## config.mk

```make
export PLATFORM = sky130hd
export DESIGN_NAME = sram_1p_rw_arbiter
export DESIGN_NICKNAME = d
export VERILOG_FILES = /design/src/rtl/sram_arb_pkg.sv /design/src/rtl/sram_arb_wbuf.sv /design/src/rtl/sram_1p_rw_arbiter.sv
export SDC_FILE = /design/constraint.sdc
export NUM_CORES = 1
export LEC_CHECK = 0
export CAP_MARGIN = 25
export CORE_AREA = 3 3 455 457
export CTS_CLUSTER_DIAMETER = 50
export CTS_CLUSTER_SIZE = 14
export DETAILED_ROUTE_END_ITERATION = 8
export DIE_AREA = 0 0 458 460
export MAX_ROUTING_LAYER = met4
export PLACE_DENSITY = 0.42
export SYNTH_ARGS = -nofsm -noshare
export SYNTH_HDL_FRONTEND = slang
export SYNTH_SLANG_ARGS = --single-unit
```

## constraint.sdc

```tcl
create_clock -name clk -period 15.8 [get_ports clk]
set_clock_uncertainty 0.2 [all_clocks]
set_input_delay 1.58 -clock clk [delete_from_list [all_inputs] [get_ports clk]]
set_output_delay 1.58 -clock clk [all_outputs]
set_load 0.01 [all_outputs]
```

## src/rtl/sram_arb_pkg.sv

```systemverilog
// -----------------------------------------------------------------------------
// sram_arb_pkg
// Shared types for the single-port SRAM read/write arbiter.
//   ARB_AW / ARB_DW : default address / data widths of the buffer RAM wrappers
//   gnt_e           : per-cycle SRAM grant (idle, read, write)
//   wentry_t        : one posted-write entry {addr, data}
// -----------------------------------------------------------------------------
package sram_arb_pkg;

    localparam int ARB_AW = 6;
    localparam int ARB_DW = 288;

    typedef enum logic [1:0] {
        GNT_IDLE  = 2'd0,
        GNT_READ  = 2'd1,
        GNT_WRITE = 2'd2
    } gnt_e;

    typedef struct packed {
        logic [ARB_AW-1:0] addr;
        logic [ARB_DW-1:0] data;
    } wentry_t;

endpackage

```

## src/rtl/sram_arb_wbuf.sv

```systemverilog
// -----------------------------------------------------------------------------
// sram_arb_wbuf
// Posted-write FIFO for the SRAM arbiter. Besides the usual head/full/empty
// view it compares every valid entry against a probe address and returns the
// data of the youngest matching entry (used for read-after-write handling).
//
// Ports:
//   clk, rst            clock, asynchronous active-high reset (drops contents)
//   push, push_addr/data enqueue one entry (caller guarantees !full)
//   pop                 dequeue head (caller guarantees !empty)
//   cmp_addr            probe address for hazard compare
//   full, empty         occupancy flags
//   head_addr/head_data oldest entry
//   hit_vec             per-slot match of cmp_addr against valid entries
//   hit_data            data of the youngest matching entry ('0 if none)
// -----------------------------------------------------------------------------
module sram_arb_wbuf
    import sram_arb_pkg::*;
#(
    parameter int AW    = ARB_AW,
    parameter int DW    = ARB_DW,
    parameter int DEPTH = 2
) (
    input  logic             clk,
    input  logic             rst,
    input  logic             push,
    input  logic [AW-1:0]    push_addr,
    input  logic [DW-1:0]    push_data,
    input  logic             pop,
    input  logic [AW-1:0]    cmp_addr,
    output logic             full,
    output logic             empty,
    output logic [AW-1:0]    head_addr,
    output logic [DW-1:0]    head_data,
    output logic [DEPTH-1:0] hit_vec,
    output logic [DW-1:0]    hit_data
);

    localparam int PW = $clog2(DEPTH);

    // Pointers carry one extra wrap bit so full and empty are distinguishable.
    logic [PW:0]   wr_ptr_reg;
    logic [PW:0]   rd_ptr_reg;
    logic [PW-1:0] wr_idx;
    logic [PW-1:0] rd_idx;
    logic [PW-1:0] scan_idx;

    logic [AW-1:0] addr_mem [DEPTH];
    logic [DW-1:0] data_mem [DEPTH];

    assign wr_idx = wr_ptr_reg[PW-1:0];
    assign rd_idx = rd_ptr_reg[PW-1:0];

    assign empty = (wr_ptr_reg == rd_ptr_reg);
    assign full  = (wr_ptr_reg[PW] != rd_ptr_reg[PW]) && (wr_idx == rd_idx);

    assign head_addr = addr_mem[rd_idx];
    assign head_data = data_mem[rd_idx];

    always_ff @(posedge clk or posedge rst) begin
        if (rst) begin
            wr_ptr_reg <= '0;
            rd_ptr_reg <= '0;
        end else begin
            if (push) begin
                wr_ptr_reg <= wr_ptr_reg + (PW+1)'(1);
            end
            if (pop) begin
                rd_ptr_reg <= rd_ptr_reg + (PW+1)'(1);
            end
        end
    end

    // Entry payload needs no reset: validity is tracked separately.
    always_ff @(posedge clk) begin
        if (push) begin
            addr_mem[wr_idx] <= push_addr;
            data_mem[wr_idx] <= push_data;
        end
    end

    genvar gi;
    generate
        for (gi = 0; gi < DEPTH; gi++) begin : g_entry
            logic valid_reg;

            always_ff @(posedge clk or posedge rst) begin
                if (rst) begin
                    valid_reg <= 1'b0;
                end else if (push && (wr_idx == PW'(gi))) begin
                    valid_reg <= 1'b1;
                end else if (pop && (rd_idx == PW'(gi))) begin
                    valid_reg <= 1'b0;
                end
            end

            assign hit_vec[gi] = valid_reg && (addr_mem[gi] == cmp_addr);
        end
    endgenerate

    // Walk slots from oldest to youngest; the last hit seen wins, which gives
    // the most recently posted value for that address.
    always_comb begin
        hit_data = '0;
        scan_idx = '0;
        for (int k = 0; k < DEPTH; k++) begin
            scan_idx = rd_idx + PW'(k);
            if (hit_vec[scan_idx]) begin
                hit_data = data_mem[scan_idx];
            end
        end
    end

endmodule

```

## src/rtl/sram_1p_rw_arbiter.sv

```systemverilog
// -----------------------------------------------------------------------------
// sram_1p_rw_arbiter
// Shares one single-port SRAM (active-low CEB/WEB, 1-cycle read latency)
// between an independent read requester and a posted-write requester.
// Reads win by default; a buffered write is forced out when the buffer is
// full or after MAX_RD_STREAK consecutive reads. Reads that hit a buffered
// write are stalled until the buffer drains the match, or -- with the
// SRAM_ARB_RAW_FWD_EN macro defined -- are answered from the buffer without
// touching the SRAM.
//
// Ports:
//   clk, rst                     clock, asynchronous active-high reset
//   rd_valid/rd_ready/rd_addr    read request channel
//   rsp_valid/rsp_data           read response, one cycle after rd_ready
//   wr_valid/wr_ready/wr_addr/wr_data  posted-write channel
//   mem_ceb/mem_web/mem_addr/mem_wdata/mem_rdata  SRAM macro interface
//   busy                         write buffer non-empty or response pending
//
// Build option: `define SRAM_ARB_RAW_FWD_EN for read-after-write forwarding.
// -----------------------------------------------------------------------------
module sram_1p_rw_arbiter
    import sram_arb_pkg::*;
#(
    parameter int AW            = ARB_AW,
    parameter int DW            = ARB_DW,
    parameter int WBUF_DEPTH    = 2,
    parameter int MAX_RD_STREAK = 4
) (
    input  logic          clk,
    input  logic          rst,
    input  logic          rd_valid,
    output logic          rd_ready,
    input  logic [AW-1:0] rd_addr,
    output logic          rsp_valid,
    output logic [DW-1:0] rsp_data,
    input  logic          wr_valid,
    output logic          wr_ready,
    input  logic [AW-1:0] wr_addr,
    input  logic [DW-1:0] wr_data,
    output logic          mem_ceb,
    output logic          mem_web,
    output logic [AW-1:0] mem_addr,
    output logic [DW-1:0] mem_wdata,
    input  logic [DW-1:0] mem_rdata,
    output logic          busy
);

    localparam int SW = $clog2(MAX_RD_STREAK + 1);

    gnt_e                  gnt;
    logic                  buf_full;
    logic                  buf_empty;
    logic [AW-1:0]         head_addr;
    logic [DW-1:0]         head_data;
    logic [WBUF_DEPTH-1:0] hit_vec;
    logic [DW-1:0]         fwd_data;

    logic                  wr_push;
    logic                  wr_pop;
    logic                  rd_hazard;
    logic                  rd_blocked;
    logic                  rd_go;
    logic                  rd_fwd;

    logic [SW-1:0]         streak_reg;
    logic                  rsp_valid_reg;
    logic                  rsp_from_mem_reg;
    logic [DW-1:0]         rsp_data_reg;

    sram_arb_wbuf #(
        .AW    (AW),
        .DW    (DW),
        .DEPTH (WBUF_DEPTH)
    ) u_wbuf (
        .clk       (clk),
        .rst       (rst),
        .push      (wr_push),
        .push_addr (wr_addr),
        .push_data (wr_data),
        .pop       (wr_pop),
        .cmp_addr  (rd_addr),
        .full      (buf_full),
        .empty     (buf_empty),
        .head_addr (head_addr),
        .head_data (head_data),
        .hit_vec   (hit_vec),
        .hit_data  (fwd_data)
    );

    // Ready depends only on registered occupancy, never on this cycle's pop.
    assign wr_ready = !buf_full;
    assign wr_push  = wr_valid && wr_ready;
    assign wr_pop   = (gnt == GNT_WRITE);

    // A write accepted this cycle is not yet in the buffer, so it cannot
    // raise a hazard for a read presented in the same cycle.
    assign rd_hazard  = rd_valid && (|hit_vec);
    assign rd_blocked = !buf_empty && (buf_full || (streak_reg == SW'(MAX_RD_STREAK)));

`ifdef SRAM_ARB_RAW_FWD_EN
    assign rd_fwd = rd_hazard;
    assign rd_go  = rd_valid && !rd_blocked;
`else
    assign rd_fwd = 1'b0;
    assign rd_go  = rd_valid && !rd_hazard && !rd_blocked;
`endif

    // Grant is forced idle while reset is held so the SRAM controls fall
    // back to their inactive values without waiting for a clock edge.
    always_comb begin
        gnt = GNT_IDLE;
        if (!rst) begin
            if (rd_go) begin
                gnt = GNT_READ;
            end else if (!buf_empty) begin
                gnt = GNT_WRITE;
            end
        end
    end

    assign rd_ready = (gnt == GNT_READ);

    always_comb begin
        mem_ceb   = 1'b1;
        mem_web   = 1'b1;
        mem_addr  = '0;
        mem_wdata = '0;
        case (gnt)
            GNT_READ: begin
                // Forwarded reads are served from the buffer; SRAM stays off.
                mem_ceb  = rd_fwd;
                mem_addr = rd_addr;
            end
            GNT_WRITE: begin
                mem_ceb   = 1'b0;
                mem_web   = 1'b0;
                mem_addr  = head_addr;
                mem_wdata = head_data;
            end
            default: begin
            end
        endcase
    end

    // Counts reads granted while a write waits; saturates at the limit.
    always_ff @(posedge clk or posedge rst) begin
        if (rst) begin
            streak_reg <= '0;
        end else if ((gnt == GNT_WRITE) || buf_empty) begin
            streak_reg <= '0;
        end else if ((gnt == GNT_READ) && (streak_reg != SW'(MAX_RD_STREAK))) begin
            streak_reg <= streak_reg + SW'(1);
        end
    end

    // The SRAM output register already holds the read data in the response
    // cycle, so an SRAM-sourced response passes mem_rdata straight through and
    // latches it for later cycles. Forwarded data is captured at grant.
    always_ff @(posedge clk or posedge rst) begin
        if (rst) begin
            rsp_valid_reg    <= 1'b0;
            rsp_from_mem_reg <= 1'b0;
            rsp_data_reg     <= '0;
        end else begin
            rsp_valid_reg    <= (gnt == GNT_READ);
            rsp_from_mem_reg <= (gnt == GNT_READ) && !rd_fwd;
            if ((gnt == GNT_READ) && rd_fwd) begin
                rsp_data_reg <= fwd_data;
            end else if (rsp_from_mem_reg) begin
                rsp_data_reg <= mem_rdata;
            end
        end
    end

    assign rsp_valid = rsp_valid_reg;
    assign rsp_data  = rsp_from_mem_reg ? mem_rdata : rsp_data_reg;
    assign busy      = !buf_empty || rsp_valid_reg;

endmodule

```

# == Word-level counts from Yosys, hierarchy flattened ==
# Memories as Yosys holds them, arrays and structs flattened.
# Index checks and enable logic that the tools add are counted.
# word_totals
n_memories,2
ramBits,588
elab_cells,64
regBits,298
in_bits,592
output_inout_bits,588
# op_classes
add_sub_neg,3
n_reduce_logical,25
muxes,16
n_bitwise,2
eq_ne,9
# mem_list
name,depth,width,read_ports,rd_clocked_by_memory_dff,wr,line_no,rtl
u_wbuf.data_mem,2,288,1,0,1,sram_arb_wbuf.sv:49,logic [DW-1:0] data_mem [DEPTH];
u_wbuf.addr_mem,2,6,3,0,1,sram_arb_wbuf.sv:48,logic [AW-1:0] addr_mem [DEPTH];
# ops
operator,n
288-bit two-way mux,2
1-bit logical AND,13
6-bit equality test,2
6-bit one-hot mux with 2 select lines,1
1-bit two-way mux,8
2-bit two-way mux,3
3-bit two-way mux,2
2-bit nonzero test,3
2-bit by 1-bit adder with 2-bit output (second input constant),2
1-bit logical NOT,4
2-bit OR reduction,2
3-bit by 1-bit adder with 3-bit output (second input constant),1
3-bit equality test (second input constant),1
1-bit logical OR,3
3-bit != test (second input constant),1
2-bit by 1-bit equality test with 1-bit output (second input constant),1
2-bit equality test,1
2-bit equality test (second input constant),1
1-bit inverter,2
1-bit equality test,1
1-bit != test,1

# == Depth between registers and ports, before layout ==
# An unclocked memory read counts as a cell.
# logic_depth
depth_word,14
ltp_mapped,8
mapped_depth_nobuf,7

# == Modules after synthesis ==
# From an unflattened synthesis, not the netlist that was laid out.
# hier_totals
hier_cells,2404
hier_area_um2,38760.9
# by_module_without_submodules
module,area_each_um2,seq_area_each_um2,n_inst,cells_per_inst
sram_arb_wbuf,24920.2,17807.1,1,1421
sram_1p_rw_arbiter,13840.8,7307.0,1,983

# == Least setup slack after synthesis ==
# No wires, ideal clock.
# synth_timing
path_type,input to register
start,input port wr_valid
end,register u_wbuf.g_entry[0].valid_reg
t_arrival_ns,14.926
n_path_buf,0
setup_slack_ns,0.557
required_time_ns,15.483
cell_stages,3
setup_ns,0.117
path_cell_list,nand2_1 nor2_1 o22a_1
# synth_between
elab_chain_cells,3
word_cells_on_any_way,4
classes_between,mux (1); reduce/logical (3)
# synth_rtl
element,line_no,rtl
"start, declared",sram_1p_rw_arbiter.sv:36,"input logic wr_valid,"
1-bit logical AND (*),sram_1p_rw_arbiter.sv:92,assign wr_push = wr_valid && wr_ready;
1-bit logical AND (*),sram_arb_wbuf.sv:90,end else if (push && (wr_idx == PW'(gi))) begin
1-bit two-way mux / 2-bit nonzero test (equally long branches),--,
"end signal, assigned",sram_arb_wbuf.sv:89,valid_reg <= 1'b0;
"end signal, assigned",sram_arb_wbuf.sv:91,valid_reg <= 1'b1;
"end signal, assigned",sram_arb_wbuf.sv:93,valid_reg <= 1'b0;
"end, declared",sram_arb_wbuf.sv:85,logic valid_reg;
# Every way passes the cells marked *; elsewhere a longest branch is shown, timed or not.
# A chain may end at the register's enable or synchronous reset.

# == Worst setup path in the final report ==
# layout_timing
start,register u_wbuf.rd_ptr_reg[0]
end,output port mem_wdata[8]
# layout_between
elab_chain_cells,10
word_cells_on_any_way,14
classes_between,eq/ne (3); mux (4); reduce/logical (6); memory (1)
# layout_rtl
element,line_no,rtl
"start, declared",sram_arb_wbuf.sv:43,logic [PW:0] rd_ptr_reg;
"start signal, assigned",sram_arb_wbuf.sv:69,rd_ptr_reg <= rd_ptr_reg + (PW+1)'(1);
1-bit equality test,sram_arb_wbuf.sv:55,assign full = (wr_ptr_reg[PW] != rd_ptr_reg[PW]) && (wr_idx == rd_idx);
1-bit logical AND,sram_arb_wbuf.sv:55,
1-bit logical OR,sram_1p_rw_arbiter.sv:98,assign rd_blocked = !buf_empty && (buf_full || (streak_reg == SW'(MAX_RD_STREAK)));
1-bit logical AND,sram_1p_rw_arbiter.sv:98,
1-bit logical NOT,sram_1p_rw_arbiter.sv:105,assign rd_go = rd_valid && !rd_hazard && !rd_blocked;
1-bit logical AND,sram_1p_rw_arbiter.sv:105,
2-bit two-way mux,sram_1p_rw_arbiter.sv:113,if (rd_go) begin
2-bit two-way mux,sram_1p_rw_arbiter.sv:112,if (!rst) begin
2-bit equality test,sram_1p_rw_arbiter.sv:128,case (gnt)
288-bit two-way mux (*),sram_1p_rw_arbiter.sv:128,
"end, declared",sram_1p_rw_arbiter.sv:43,"output logic [DW-1:0] mem_wdata,"
# Marks and branches as above.

==> impl_metrics.ini <==
[run_status]
status = completed

[route]
post_drt_wl_per_cell_um = 25.08
via_count = 21613
postRouteAntennaNets = 0
dr.pass1.iters = 5
drc = 0
drt_iter0_markers = 1032
post_drt_via_cell_ratio = 3.569
wl_um = 151900

[cts]
clk_latency_ns = 0.76
holdBufCountCts = 0
clock_sinks = 886
path_clk_slew_ns = 0.05
htreeDepth = 4
root_buffer = clkbuf_16
cts_setup_buffers = 0
tritoncts = done
numCtsBuffers = 143
cts_resized = 0
cts_buffer_depth = 3

[critical_path]
critical_path.max_fanout = 158
startpoint_type = flip-flop
crit_path_end_kind = output pin
r2r_start = u_wbuf.rd_ptr_reg[0]$_DFFE_PP0N_
cp_cell_sequence = buf_12 -> xor2_1 -> nand3_1 -> o2111ai_4 -> o21bai_4 -> buf_4 -> buf_12 -> nor2_1 -> clkdlybuf4s50_1
rr_worst_depth = 7
regToRegSetupSlack_ns = 10.61
crit_top_cell = buf_12
critPathRequiredTime_ns = 14.02
worst-setup-path-type = flip-flop to output pin
slowest_stage = dfrtp_4
arrival_ns = 5.88
crit_path_start = u_wbuf.rd_ptr_reg[0]$_DFFE_PP0N_
cpPeakStageDelay_ns = 1.03

[timing]
setup_viol = 0
fmax_mhz = 130.5
max-slew-margin-rel = 0.1886
rsz0062_at_grt = no
setup_slack_ns = 8.135
whs_ns = 0.2896
fin_crit_sh = 0.4851
period_minus_slack_ns = 7.665
hold_viol = 0
maxSlewViolCount = 0
tightest_slew_ns = 1.217
tns_ns = 0

[pwr]
p_seq_frac = 0.316
p_leak_nw = 19.52
switchingPower_mw = 3.965
netSwitchingFraction = 0.3432
clkPwrFrac = 0.279
p_int_mw = 7.587
ir_drop_v = 0.0001150
power_density_mw_per_mm2 = 215.8
comb_power_share = 0.405

[placement]
dp_slack_ns = 8.410
numPortBuffers = 1179
dp_hpwl_um = 116500
gp_congestion = 0.8152
dp.cells = 5727

[die]
num_rows = 166
fp.dieW_um = 458
die_h_um = 460
die_area_mm2 = 0.2107
initial_core_util = 0.1641
core_mm2 = 0.2040
io_pins = 1180

[synthesis]
synth_xor_area_frac = 0.004971
yosysWarnings = 0
synth_cell_types = 38
synth_adder_area_share = 0.0007476
synth-seq-cells = 886
seq_area_frac_synth = 0.7502
synth_nets = 2522
avgSynthCellArea_um2 = 17.36
synth_compound_area_frac = 0.003327
synth_area_leader_cell = edfxtp_1
synth_top_family_by_area = multiplexers
synth_area_mm2 = 0.03347
synth_area_leaders = edfxtp_1 (53%), dfrtp_1 (22%), mux2_2 (9.9%)
postSynthCellCount = 1928
synth_top_area_share = 0.5275
synth-simple-area-share = 0.03816
muxShareOfSynthArea = 0.1868

[grt]
overflow = 0
grt_pass1_wl_um = 202400
grt_pass1_vias = 23229
grtUsageTotal = 0.1436
grt_max_degree = 159
antenna_found_initial = 92

[cells_and_area]
layout-drive-gt1-share = 0.1740
regArea_mm2 = 0.02512
largest_register_ffs = 576
fillers = 20986
multi_input_area_mm2 = 0.007846
instances_no_fill = 6055
utilization = 0.2625
area_growth_pct = 59.92
nNetsFinal = 3778

[hold_path]
hold_path_class = flip-flop to flip-flop
min-delay-start = u_wbuf.wr_ptr_reg[1]$_DFFE_PP0P_
hold_path_depth = 1

[flow_run]
cap_viol_max_count = 0
logic make-up (layout without fill, tap and decap cells):
family	Yosys count	in the layout
adders and majority gates	2	2
buffers and inverters	100	1471
xor gates and xnor gates	19	19
AOI/OAI and AO/OA	11	11
DFF	886	886
muxes	588	588
other	0	68
and+or+nand+nor	322	322
per-stage QoR:
stage / cell area (um^2) / total power [mW]
after floorplan: 33470 / 5.934
after detailed placement: 48440 / 8.545
after CTS: 53360 / 11.88
after global routing: 53510 / 12.15
after global placement: 48390 / 8.542
final: 53530 / 11.55
synthesized netlist by cell type (all sizes together):
| library cell | instances |
|---|---|
| dfrtp | 298 |
| nor2 | 298 |
| and3 | 3 |
| mux2 | 294 |
| a21o | 1 |
| or3 | 1 |
| buf | 51 |
| o2111ai | 1 |
| a31oi | 1 |
| inv | 2 |
| o21a | 1 |
| xor2 | 6 |
| ha | 2 |
| a32o | 1 |
| and4 | 1 |
| o22a | 1 |
| xnor2 | 13 |
| nor4 | 1 |
| mux2i | 294 |
| o21bai | 1 |
| edfxtp | 588 |
| nand2b | 1 |
| nand4 | 2 |
| clkinv | 1 |
| o32ai | 1 |
| nor2b | 6 |
| nor3 | 1 |
| nand2 | 5 |
| o21ai | 2 |
| o31ai | 1 |
| clkbuf | 46 |
| and2 | 1 |
| nand3 | 2 |
per-layer routing:
metal  GRT usage  vias to the layer above  wire [um]
li1            -                     9779          -
met1      0.1495                    10697      57470
met2      0.2472                      945      77090
met3     0.06587                      192      14480
met4     0.03288                        0       2830
met5           -                        -          0
power by group through the flow:
stage,Clock (mW),Sequential [mW],Combinational [mW]
CTS,3.34,3.66,4.88
global route,3.43,3.73,4.99
global placement,0,3.68,4.86
finish,3.22,3.65,4.68
floorplan,0,3.83,2.10
detailed placement,0,3.70,4.84
worst max-delay path: cells and delay by family (launching register included):
kind | cells | cell delay (ns)
buf+inv | 4 | 2.12
flops | 1 | 1.03
compound gates | 2 | 0.66
simple gates | 2 | 0.46
xor+xnor | 1 | 0.19
cell usage in the layout, fill, tap and decap left out, types with 3 or more instances in the layout:
master	Yosys	routed
clkdlybuf4s50_1	0	1179
edfxtp_1	588	588
nor2_1	297	296
dfrtp_1	298	296
mux2i_1	294	294
mux2_2	294	294
clkbuf_16	0	145
diode_2	0	68
buf_4	13	23
inv_6	0	19
clkinv_2	0	17
bufinv_16	0	16
clkbuf_1	46	16
xnor2_1	13	13
clkinvlp_4	0	12
clkinv_4	0	11
inv_8	0	9
nor2b_1	6	6
xor2_1	6	6
clkbuf_8	0	6
buf_12	0	6
clkinv_1	1	4
nand2_1	3	3
inv_16	0	3
final timing paths:
path	end
hold / removal	u_wbuf.wr_ptr_reg[1]$_DFFE_PP0P_
setup reg to reg	u_wbuf.data_mem[0][8]$_DFFE_PP_
hold reg to reg	u_wbuf.wr_ptr_reg[1]$_DFFE_PP0P_
min in group asynchronous	u_wbuf.g_entry[0].valid_reg$_DFFE_PP0P_
setup / recovery	mem_wdata[8]
max in group asynchronous	rsp_data_reg[277]$_DFF_PP0_
layout make-up:
type	instances	share of cell area
sequential	886	0.4693
timing repair buffer	1208	0.2259
multi-input combinational	942	0.1466
clock buffer	167	0.07045
tap	2688	0.06283
clock inverter	93	0.02141
antenna	68	0.003179
inverter	3	0.0003506
Power figures use the tool's default switching activity.
